`src/rtl/seq_mult_pkg.sv`:
```
// seq_mult_pkg: FSM state type, encodings and sizing helper for
// the shift-and-add multiplier.
package seq_mult_pkg;

  localparam logic [2:0] ST_IDLE = 3'b001;
  localparam logic [2:0] ST_RUN  = 3'b010;
  localparam logic [2:0] ST_DONE = 3'b100;

  typedef enum logic [2:0] {
    IDLE = ST_IDLE,
    RUN  = ST_RUN,
    DONE = ST_DONE
  } state_t;

  function automatic int cnt_w(input int w);
    return $clog2(w + 1);
  endfunction

endpackage

```
`src/rtl/seq_mult_if.sv`:
```
// seq_mult_if: start/done request bus of the sequential multiplier.
// is_signed exists only when SEQ_MULT_SIGNED_EN is defined.
interface seq_mult_if #(
  parameter int WIDTH = 8
);

  logic                 start;
  logic [WIDTH-1:0]     a;
  logic [WIDTH-1:0]     b;
`ifdef SEQ_MULT_SIGNED_EN
  logic                 is_signed;
`endif
  logic                 busy;
  logic                 done;
  logic [2*WIDTH-1:0]   product;

`ifdef SEQ_MULT_SIGNED_EN
  modport master (
    output start, a, b, is_signed,
    input  busy, done, product
  );
  modport slave (
    input  start, a, b, is_signed,
    output busy, done, product
  );
`else
  modport master (
    output start, a, b,
    input  busy, done, product
  );
  modport slave (
    input  start, a, b,
    output busy, done, product
  );
`endif

endinterface

```
`src/rtl/seq_mult_sign_adj.sv`:
```
// seq_mult_sign_adj: operand magnitudes at load and conditional
// negate of the finished product (two's-complement mode).
module seq_mult_sign_adj #(
  parameter int WIDTH = 8
) (
  input  logic [WIDTH-1:0]   i_a,
  input  logic [WIDTH-1:0]   i_b,
  input  logic               i_signed,
  input  logic [2*WIDTH-1:0] i_prod,
  input  logic               i_neg,
  output logic [WIDTH-1:0]   o_mag_a,
  output logic [WIDTH-1:0]   o_mag_b,
  output logic               o_neg,
  output logic [2*WIDTH-1:0] o_prod
);

  logic w_sa;
  logic w_sb;

  assign w_sa = i_signed & i_a[WIDTH-1];
  assign w_sb = i_signed & i_b[WIDTH-1];

  // -(-2^(W-1)) wraps to 2^(W-1), which is the correct unsigned magnitude
  assign o_mag_a = w_sa ? -i_a : i_a;
  assign o_mag_b = w_sb ? -i_b : i_b;
  assign o_neg   = w_sa ^ w_sb;
  assign o_prod  = i_neg ? -i_prod : i_prod;

endmodule

```
`src/rtl/seq_multiplier.sv`:
```
// seq_multiplier: one-bit-per-clock shift-and-add multiplier.
// Optional two's-complement mode via SEQ_MULT_SIGNED_EN.
module seq_multiplier #(
  parameter int WIDTH = 8
) (
  input  logic       clk,
  input  logic       rst,
  seq_mult_if.slave  bus
);

  import seq_mult_pkg::*;

  localparam int CW = cnt_w(WIDTH);

  state_t               r_state;
  state_t               w_next;
  logic [WIDTH-1:0]     r_mcand;
  logic [WIDTH-1:0]     r_mplier;
  logic [2*WIDTH-1:0]   r_acc;
  logic [2*WIDTH-1:0]   r_product;
  logic [CW-1:0]        r_cnt;
  logic [WIDTH:0]       w_sum;
  logic [2*WIDTH-1:0]   w_acc_nxt;
  logic [2*WIDTH-1:0]   w_prod_fin;
  logic [WIDTH-1:0]     w_ld_a;
  logic [WIDTH-1:0]     w_ld_b;
  logic                 w_accept;
  logic                 w_last;

  assign w_accept = bus.start & (r_state != RUN);
  assign w_last   = (r_state == RUN) &&
                    (r_cnt == CW'(WIDTH - 1));

  // upper half plus multiplicand keeps its carry, then shifts down
  assign w_sum = {1'b0, r_acc[2*WIDTH-1:WIDTH]} +
                 (r_mplier[0] ? {1'b0, r_mcand} : '0);
  assign w_acc_nxt = {w_sum, r_acc[WIDTH-1:1]};

`ifdef SEQ_MULT_SIGNED_EN
  logic r_neg;
  logic w_ld_neg;

  seq_mult_sign_adj #(
    .WIDTH (WIDTH)
  ) u_sign_adj (
    .i_a      (bus.a),
    .i_b      (bus.b),
    .i_signed (bus.is_signed),
    .i_prod   (w_acc_nxt),
    .i_neg    (r_neg),
    .o_mag_a  (w_ld_a),
    .o_mag_b  (w_ld_b),
    .o_neg    (w_ld_neg),
    .o_prod   (w_prod_fin)
  );

  always_ff @(posedge clk or posedge rst) begin
    if (rst)
      r_neg <= 1'b0;
    else if (w_accept)
      r_neg <= w_ld_neg;
  end
`else
  assign w_ld_a     = bus.a;
  assign w_ld_b     = bus.b;
  assign w_prod_fin = w_acc_nxt;
`endif

  always_ff @(posedge clk or posedge rst) begin
    if (rst)
      r_state <= IDLE;
    else
      r_state <= w_next;
  end

  always_comb begin
    w_next = r_state;
    unique case (r_state)
      IDLE:    if (bus.start) w_next = RUN;
      RUN:     if (w_last) w_next = DONE;
      DONE:    w_next = bus.start ? RUN : IDLE;
      default: w_next = IDLE;
    endcase
  end

  always_comb begin
    bus.busy = 1'b0;
    bus.done = 1'b0;
    unique case (r_state)
      RUN:     bus.busy = 1'b1;
      DONE:    bus.done = 1'b1;
      default: ;
    endcase
  end

  always_ff @(posedge clk or posedge rst) begin
    if (rst) begin
      r_mcand   <= '0;
      r_mplier  <= '0;
      r_acc     <= '0;
      r_cnt     <= '0;
      r_product <= '0;
    end else if (w_accept) begin
      r_mcand  <= w_ld_a;
      r_mplier <= w_ld_b;
      r_acc    <= '0;
      r_cnt    <= '0;
    end else if (r_state == RUN) begin
      r_acc    <= w_acc_nxt;
      r_mplier <= r_mplier >> 1;
      r_cnt    <= r_cnt + CW'(1);
      if (w_last)
        r_product <= w_prod_fin;
    end
  end

  assign bus.product = r_product;

endmodule

```
`src/flat_wrapper.sv`:
```
// flat-port wrapper written by rule: the top's interface ports become plain ports
module seq_multiplier_flat import seq_mult_pkg::*;
#(
  parameter int WIDTH = 8
)
  (clk, rst, bus_start, bus_a, bus_b, bus_busy, bus_done, bus_product);
  seq_mult_if #(.WIDTH(WIDTH)) bus_i ();
  input  logic clk;
  input  logic rst;
  input wire logic [$bits(bus_i.start)-1:0] bus_start;
  input wire logic [$bits(bus_i.a)-1:0] bus_a;
  input wire logic [$bits(bus_i.b)-1:0] bus_b;
  output wire logic [$bits(bus_i.busy)-1:0] bus_busy;
  output wire logic [$bits(bus_i.done)-1:0] bus_done;
  output wire logic [$bits(bus_i.product)-1:0] bus_product;
  assign bus_i.start = bus_start;
  assign bus_i.a = bus_a;
  assign bus_i.b = bus_b;
  assign bus_busy = bus_i.busy;
  assign bus_done = bus_i.done;
  assign bus_product = bus_i.product;
  seq_multiplier #(.WIDTH(WIDTH)) u_core (.clk(clk), .rst(rst), .bus(bus_i));
endmodule
```
`config.mk`:
```
export PLATFORM = sky130hd
export DESIGN_NAME = seq_multiplier_flat
export DESIGN_NICKNAME = d
export VERILOG_FILES = /design/src/rtl/seq_mult_pkg.sv /design/src/rtl/seq_mult_if.sv /design/src/rtl/seq_mult_sign_adj.sv /design/src/rtl/seq_multiplier.sv /design/src/flat_wrapper.sv
export SDC_FILE = /design/constraint.sdc
export NUM_CORES = 1
export LEC_CHECK = 0
export ABC_AREA = 1
export BUFFER_PORTS_ARGS = -buffer_cell sky130_fd_sc_hd__buf_4
export CAP_MARGIN = 0
export CORE_MARGIN = 3
export CORE_UTILIZATION = 40
export CTS_BUF_LIST = sky130_fd_sc_hd__clkbuf_2 sky130_fd_sc_hd__clkbuf_4 sky130_fd_sc_hd__clkbuf_8
export DETAILED_ROUTE_END_ITERATION = 10
export GPL_TIMING_DRIVEN = 0
export MAX_ROUTING_LAYER = met4
export PLACE_DENSITY_LB_ADDON = 0.08
export SLEW_MARGIN = 5
export SYNTH_ARGS = -nofsm -noshare
export SYNTH_HDL_FRONTEND = slang
export SYNTH_SLANG_ARGS = --single-unit
export TNS_END_PERCENT = 10
```
`constraint.sdc`:
```
create_clock -name clk -period 2.6 [get_ports clk]
set_input_delay 0.78 -clock clk [delete_from_list [all_inputs] [get_ports clk]]
set_output_delay 0.78 -clock clk [all_outputs]
set_load 0.1 [all_outputs]
```
==> metrics.md, run 1 <==
| Metric | Value |
|---|---|
| DP Wirelength | 3890 um |
| DRC errors left | 0 |
| Final Core Density | 0.495 |
| Core area | 6420 sq um |
| CTS sink cnt | 54 |
| DR pass1 iterations | 4 |
| Worst r2r src | u_core.r_mplier[0]$_DFFE_PP0P_ |
| Slew @ Worst Pin | 0.480 ns |
| P_leak | 1.76 nW |
| Maximum vdd drop | 0.329 mV |
| Synth top area cells | dfrtp_1, nand2_1, inv_1, ha_1, nand3_1 |
| Total CTS buffers | 5 |
| Most frequent cells in the layout | nand2_1, dfrtp_1, inv_1, buf_4, nand3_1 |
| Max-slew headroom | 0.679 |
| FF-to-FF path depth | 12 |
| Starting DRT DRC Count | ~110 |
| YS warnings | 0 |
| Post-synth EDFFs | 0 |
| Vias in the first global route | 1876 |
| Seq/Total Area, Yosys | 0.505 |
| Top cell type's share of synthesized area | 0.496 |
| Die span in y | a little under 90 um |
| Mapped Cells | 306 |
| Main synth FF type | dfrtp_1 |
| CP endpoint kind | primary output |
| #FFs+latches synth | between 50 and 60 |
| Gr ovfl total | 0 |
| Multi-input combinational cell area | 1050 sq um |
| Hold Buf Count CTS | 0 |
| Final cycle utilization of the critical path | 0.927 |
| Initial antenna violation count | 0 |
| N_diodes | 0 |
| Synth cell types | 30 |
| Max-cap viol count | 0 |
| # setup viols final | 0 |
| Pwr Density | about 730 nW/um^2 |
| Hold WC Path Type | in2async |
| Placer Congestion | 0.833 |
| Kind of critical path | reg2out |
| Post-Syn Area | about 2700 sq um |
| Post-CTS Resized | 0 |
| Die W | approximately 88 um |
| Fin. Hold Viols | 0 |
| Reg2reg end | u_core.bus.product[11]$_DFFE_PP0P_ |
| Most common cell after layout, fill and taps aside | nand2_1 |
| Placed Instances | 420 |
| WP data required | 1.82 ns |
| Status | complete, no violations |
| Crit path max fanout | 10 |
| RSZ-0062 raised after global routing | no |
| Worst path arrival time | 1.63 ns |
| TritonCTS clock tree | built |
| Top cell type by total area after synthesis | dfrtp_1 |
| Achievable frequency | 0.415 GHz |
| Clk Latency, worst-skew pair | 0.32 ns |
| Routed WL per cell | 12.1 um |
| Layout net count | 379 |
| Final wirelength | 5180 um |
| CTS root buf | clkbuf_8 |
| Via count | between 2000 and 2500 |
| Cell Rows | 29 |
| Async SR Flop Fraction | 1.00 |
| ANT nets after route | 0 |
| Fin. max-slew vios | 0 |
| PortBufs | 36 |
| Total global-route track usage | 0.149 |
| Final std cells w/o fill | 428 |
| Vias per inst | between 4 and 5 |
| Fin crit period | 2.41 ns |
| Share of cells above drive strength 1 | 0.242 |
| H-tree depth | 2 |
| R2R Setup Slk | around 0.51 ns |
| Worst Skew | 0.0163 ns |
| # IOs | 37 |
| Critical Path Start Type | flop |
| Register clock-pin slew on the reported worst setup and hold paths | 0.11 ns |
| Net count of the mapped netlist | 335 |
| FF/Latch Area | around 1400 sq um |
| Initial Util | 0.417 |
| Pin count of the biggest net entering global routing | 34 |
| Fill count | 616 |
| Area Overhead vs Synth | 18.8% |
| Global-route wire length before repair | 8740 um |
| Mean Syn Cell Area | 8.75 sq um |
| Die ar. | 7710 sq um |
| Max Buffers Root-to-Sink | 2 |
| Post-CTS setup buffer count | 0 |
## registers in the layout, summed over array words and instances (netlist names)
name                cells
u_core.r_mcand          8
u_core.r_state          3
u_core.r_acc           15
u_core.r_cnt            4
u_core.bus.product     16
u_core.r_mplier         8
## logic make-up after synthesis
family          after synthesis  share of synthesized area
buf+inv                      57                      0.101
simple gates                145                      0.239
flops                        54                      0.505
xor+xnor                      1                    0.00327
compound gates               39                      0.101
fa+ha+maj                    10                     0.0496
## worst max-delay path, stage by stage (launching register included)
cell     delay (ns)
dfstp_2        0.54
inv_1          0.07
nand3_4        0.09
buf_6          0.16
inv_2          0.07
buf_6          0.14
buf_4          0.23
## synth_stat cells, drive strengths merged (3+ instances only)
master and instances:
o221ai 4, dfrtp 53, inv 47, buf 9, nor2 7, o21ai 15, o22ai 7, o211ai 3
nand3 21, nand2 113, a21oi 7, ha 9
## where the power goes
| part | switching [mW] | internal, mW | leakage [nW] |
|---|---|---|---|
| logic | 0.437 | 0.253 | 0.980 |
| clock network | 0.297 | 0.294 | 0.0563 |
| registers | 0.0625 | 0.974 | 0.720 |
## routing by layer
| metal | global-route usage | up-vias | wire length [um] |
|---|---|---|---|
| met2 | 0.224 | 32 | 2300 |
| met5 | - | - | 0 |
| met1 | 0.207 | 931 | 2650 |
| met3 | 0.0235 | 5 | 166 |
| li1 | - | 1054 | - |
| met4 | 0.0460 | 0 | 61 |
## stage by stage
stage / hold WS (ns) / setup WS, ns / total power [mW] / TNS, ns / area (sq um)
floorplan: 0.449 / 0.507 / 1.58 / 0 / 2680
global placement: 0.464 / -0.280 / 1.74 / -14.73 / 3040
detailed placement: 0.465 / 0.530 / 1.75 / 0 / 3060
CTS: 0.488 / 0.177 / 2.34 / 0 / 3180
global route: 0.509 / 0.115 / 2.47 / 0 / 3180
finish: 0.471 / 0.191 / 2.32 / 0 / 3180
## how the worst max path moves through the flow
stage / slack (ns) / start / cells past startpoint / to
finish: 0.19 / u_core.r_state[0]$_DFFE_PP1P_ / 6 / bus_busy
global route: 0.11 / u_core.r_state[0]$_DFFE_PP1P_ / 6 / bus_busy
CTS: 0.18 / u_core.r_state[0]$_DFFE_PP1P_ / 6 / bus_busy
detailed placement: 0.53 / u_core.r_state[0]$_DFFE_PP1P_ / 6 / bus_busy
global placement: -0.28 / rst / 2 / u_core.r_mcand[6]$_DFFE_PP0P_
floorplan: 0.51 / rst / 1 / u_core.bus.product[0]$_DFFE_PP0P_
## area by class of cell
class	count	area share
Multi-Input combinational cell	195	0.331
Clock inverter	3	0.0153
Inverter	47	0.0563
Timing Repair Buffer	37	0.0913
Clock buffer	5	0.0216
Buffer	10	0.0291
Tap cell	77	0.0303
Sequential cell	54	0.425
Power figures use the tool's default switching activity.
==> inputs of run 2 (changes only) <==
Settings changed: PLACE_DENSITY_LB_ADDON 0.08 to unset, TNS_END_PERCENT 10 to 50.
==> run 2 against run 1 <==
- worst hold slack improved by 0.013 ns
- clock power fell by 20%
- sequential share of layout area rose by 0.37 points
- clock skew fell by 0.0052 ns
- power fell by 4.7%
- maximum frequency fell by 0.87%
- critical path depth did not move
- global-route usage rose by 0.62 points
- count of clock-buffer cells in the layout did not move
- first-iteration DRC count fell by 5.5%
- non-clock buffer count did not move
- largest power group unchanged
- highest routed layer unchanged
==> metrics.md, run 2 (synthesis gave the netlist of run 1 again) <==
| Metric | Value |
|---|---|
| Initial antenna violation count | 0 (unchanged) |
| Critical Path Start Type | flop |
| Slowest-stage cell, CP | dfstp_2 |
| Status | complete, no violations |
| DP Wirelength | 3970 um (+2.1%) |
| Gr ovfl total | 0 (unchanged) |
| Worst path arrival time | 1.65 ns (+0.02 ns) |
| H-tree depth | 2 (unchanged) |
| Fin crit period | 2.43 ns (+0.0210 ns) |
| Worst Skew | 0.0111 ns (-0.00518 ns) |
| Vias per inst | 4.76 (+0.79%) |
| Global-route wire length before repair | 9110 um (+4.3%) |
| Layout net count | 379 (unchanged) |
| WP data required | 1.82 ns (about the same) |
| Die W | 87.8 um (unchanged) |
| Final cycle utilization of the critical path | 0.935 (+0.00809) |
| Worst r2r src | u_core.r_mplier[0]$_DFFE_PP0P_ |
| Fin. Hold Viols | 0 (unchanged) |
| Max Buffers Root-to-Sink | 2 (unchanged) |
| Core area | 6420 sq um (unchanged) |
| Total global-route track usage | 0.155 (+0.00623) |
| Post-CTS setup buffer count | 0 (unchanged) |
| Pin count of the biggest net entering global routing | 29 (-15%) |
| Slew @ Worst Pin | 0.596 ns (+0.116 ns) |
| CP endpoint kind | primary output |
| Kind of critical path | reg2out |
| CTS sink cnt | 54 (unchanged) |
| ANT nets after route | 0 (unchanged) |
| # IOs | 37 (unchanged) |
| Max-slew headroom | 0.602 (-0.0772) |
| TritonCTS clock tree | built |
| Final setup margin | 0.170 ns (-0.0210 ns) |
| Setup slack at placement | 0.525 ns (-0.00489 ns) |
| Via count | 2038 (+0.79%) |
| Cell Rows | 29 (unchanged) |
| Hold Path Cell Cnt | 2 |
| Most common cell after layout, fill and taps aside | nand2_1 |
| Crit path max fanout | 10 (unchanged) |
| Worst hold endpoint | u_core.r_mcand[5]$_DFFE_PP0P_ |
| Pwr Density | 701 nW/um^2 (-3.9%) |
| WP buf/inv | 5 (unchanged) |
| Reg2reg end | u_core.r_acc[11]$_DFFE_PP0P_ |
| Final wirelength | 5230 um (+0.89%) |
| Maximum vdd drop | 0.260 mV (-21%) |
| Register clock-pin slew on the reported worst setup and hold paths | 0.10 ns (about the same) |
| Hold_ws | 0.484 ns (+0.0129 ns) |
| Share of cells above drive strength 1 | 0.242 (unchanged) |
| Vias in the first global route | 1969 (+5.0%) |
| Placer Congestion | 0.893 (+7.2%) |
| Die ar. | 7710 sq um (unchanged) |
| Total CTS buffers | 5 (unchanged) |
| # setup viols final | 0 (unchanged) |
| RSZ-0062 raised after global routing | no |
| Max-cap viol count | 0 (unchanged) |
| Routed WL per cell | 12.2 um (+0.89%) |
| P_leak | 1.74 nW (-0.69%) |
| CP delay by family, top | buffers and inverters |
| Die span in y | 87.8 um (unchanged) |
| N_diodes | 0 (unchanged) |
| Post-CTS Resized | 0 (unchanged) |
| PortBufs | 36 (unchanged) |
| CP max stage delay | 0.54 ns (about the same) |
| Max reg flops | 16 (unchanged) |
| Achievable frequency | 0.411 GHz (-0.87%) |
| Initial Util | 0.417 (unchanged) |
| DR pass1 iterations | 4 (unchanged) |
| Most frequent cells in the layout | nand2_1, dfrtp_1, inv_1, buf_4, nand3_1 |
| CP cell instances | inv_1 -> nand3_4 -> buf_6 -> inv_2 -> buf_6 -> buf_4 |
| Worst hold start | u_core.r_mcand[5]$_DFFE_PP0P_ |
| Fin. max-slew vios | 0 (unchanged) |
| Hold WC Path Type | reg2reg |
| Hold Buf Count CTS | 0 (unchanged) |
| Critical Path Most Common Cell | buf_6 |
| Final std cells w/o fill | 428 (unchanged) |
| Fill count | 642 (+4.2%) |
| DRC errors left | 0 (unchanged) |
| R2R Setup Slk | 0.58 ns (+0.07 ns) |
| Area Overhead vs Synth | 17.8% |
| Starting DRT DRC Count | 103 (-5.5%) |
| CTS root buf | clkbuf_8 |
| Placed Instances | 420 (unchanged) |
| Clk Latency, worst-skew pair | 0.31 ns (about the same) |
| FF-to-FF path depth | 12 (unchanged) |
[run 2: worst max path at each step]
stage	start	endpoint	depth (start not counted)
after floorplan	rst	u_core.bus.product[0]$_DFFE_PP0P_	1
after global placement	rst	u_core.r_mcand[7]$_DFFE_PP0P_	2
after detailed placement	u_core.r_state[0]$_DFFE_PP1P_	bus_busy	6
after CTS	u_core.r_state[0]$_DFFE_PP1P_	bus_busy	6
after global routing	u_core.r_state[0]$_DFFE_PP1P_	bus_busy	6
final	u_core.r_state[0]$_DFFE_PP1P_	bus_busy	6
[run 2: worst reg2reg max path, cell delays in order (launching register included)]
cell,delay [ns]
dfrtp_1,0.34
clkbuf_1,0.29
nand2_1,0.11
inv_1,0.08
ha_1,0.16
inv_1,0.05
fa_1,0.40
inv_1,0.09
nand2_1,0.05
nand3_1,0.11
nand2_1,0.08
nand3_1,0.10
nand2_1,0.06
[run 2: where the power goes]
group	switching, mW	internal, mW
Clock	0.282	0.190
Combinational	0.443	0.252
Sequential	0.0678	0.975
[run 2: per-layer routing]
layer  vias to the layer above  GRT usage  wire, um
li1                       1048          -         -
met2                        33      0.241      2410
met5                         -          -         0
met3                         8     0.0320       195
met1                       949      0.207      2550
met4                         0     0.0418        75
[run 2: final cells by class]
| cell class | count | area [sq um] | share of cell area |
|---|---|---|---|
| clock inverter | 3 | 21.3 | 0.00675 |
| sequential | 54 | 1350 | 0.429 |
| multi-input combinational | 195 | 1050 | 0.334 |
| buffer | 10 | 92.6 | 0.0294 |
| timing repair buffer | 37 | 290 | 0.0921 |
| clock buffer | 5 | 68.8 | 0.0218 |
| inverter | 47 | 179 | 0.0567 |
| tap | 77 | 96.3 | 0.0306 |
[run 2: stage by stage]
step	util	setup TNS [ns]	power, mW	area (sq um)
floorplan	-	0	1.58	2680
global placement	0.474	-13.55	1.74	3040
detailed placement	0.477	0	1.76	3060
CTS	0.491	0	2.23	3150
global route	0.491	0	2.38	3150
finish	0.491	0	2.21	3150
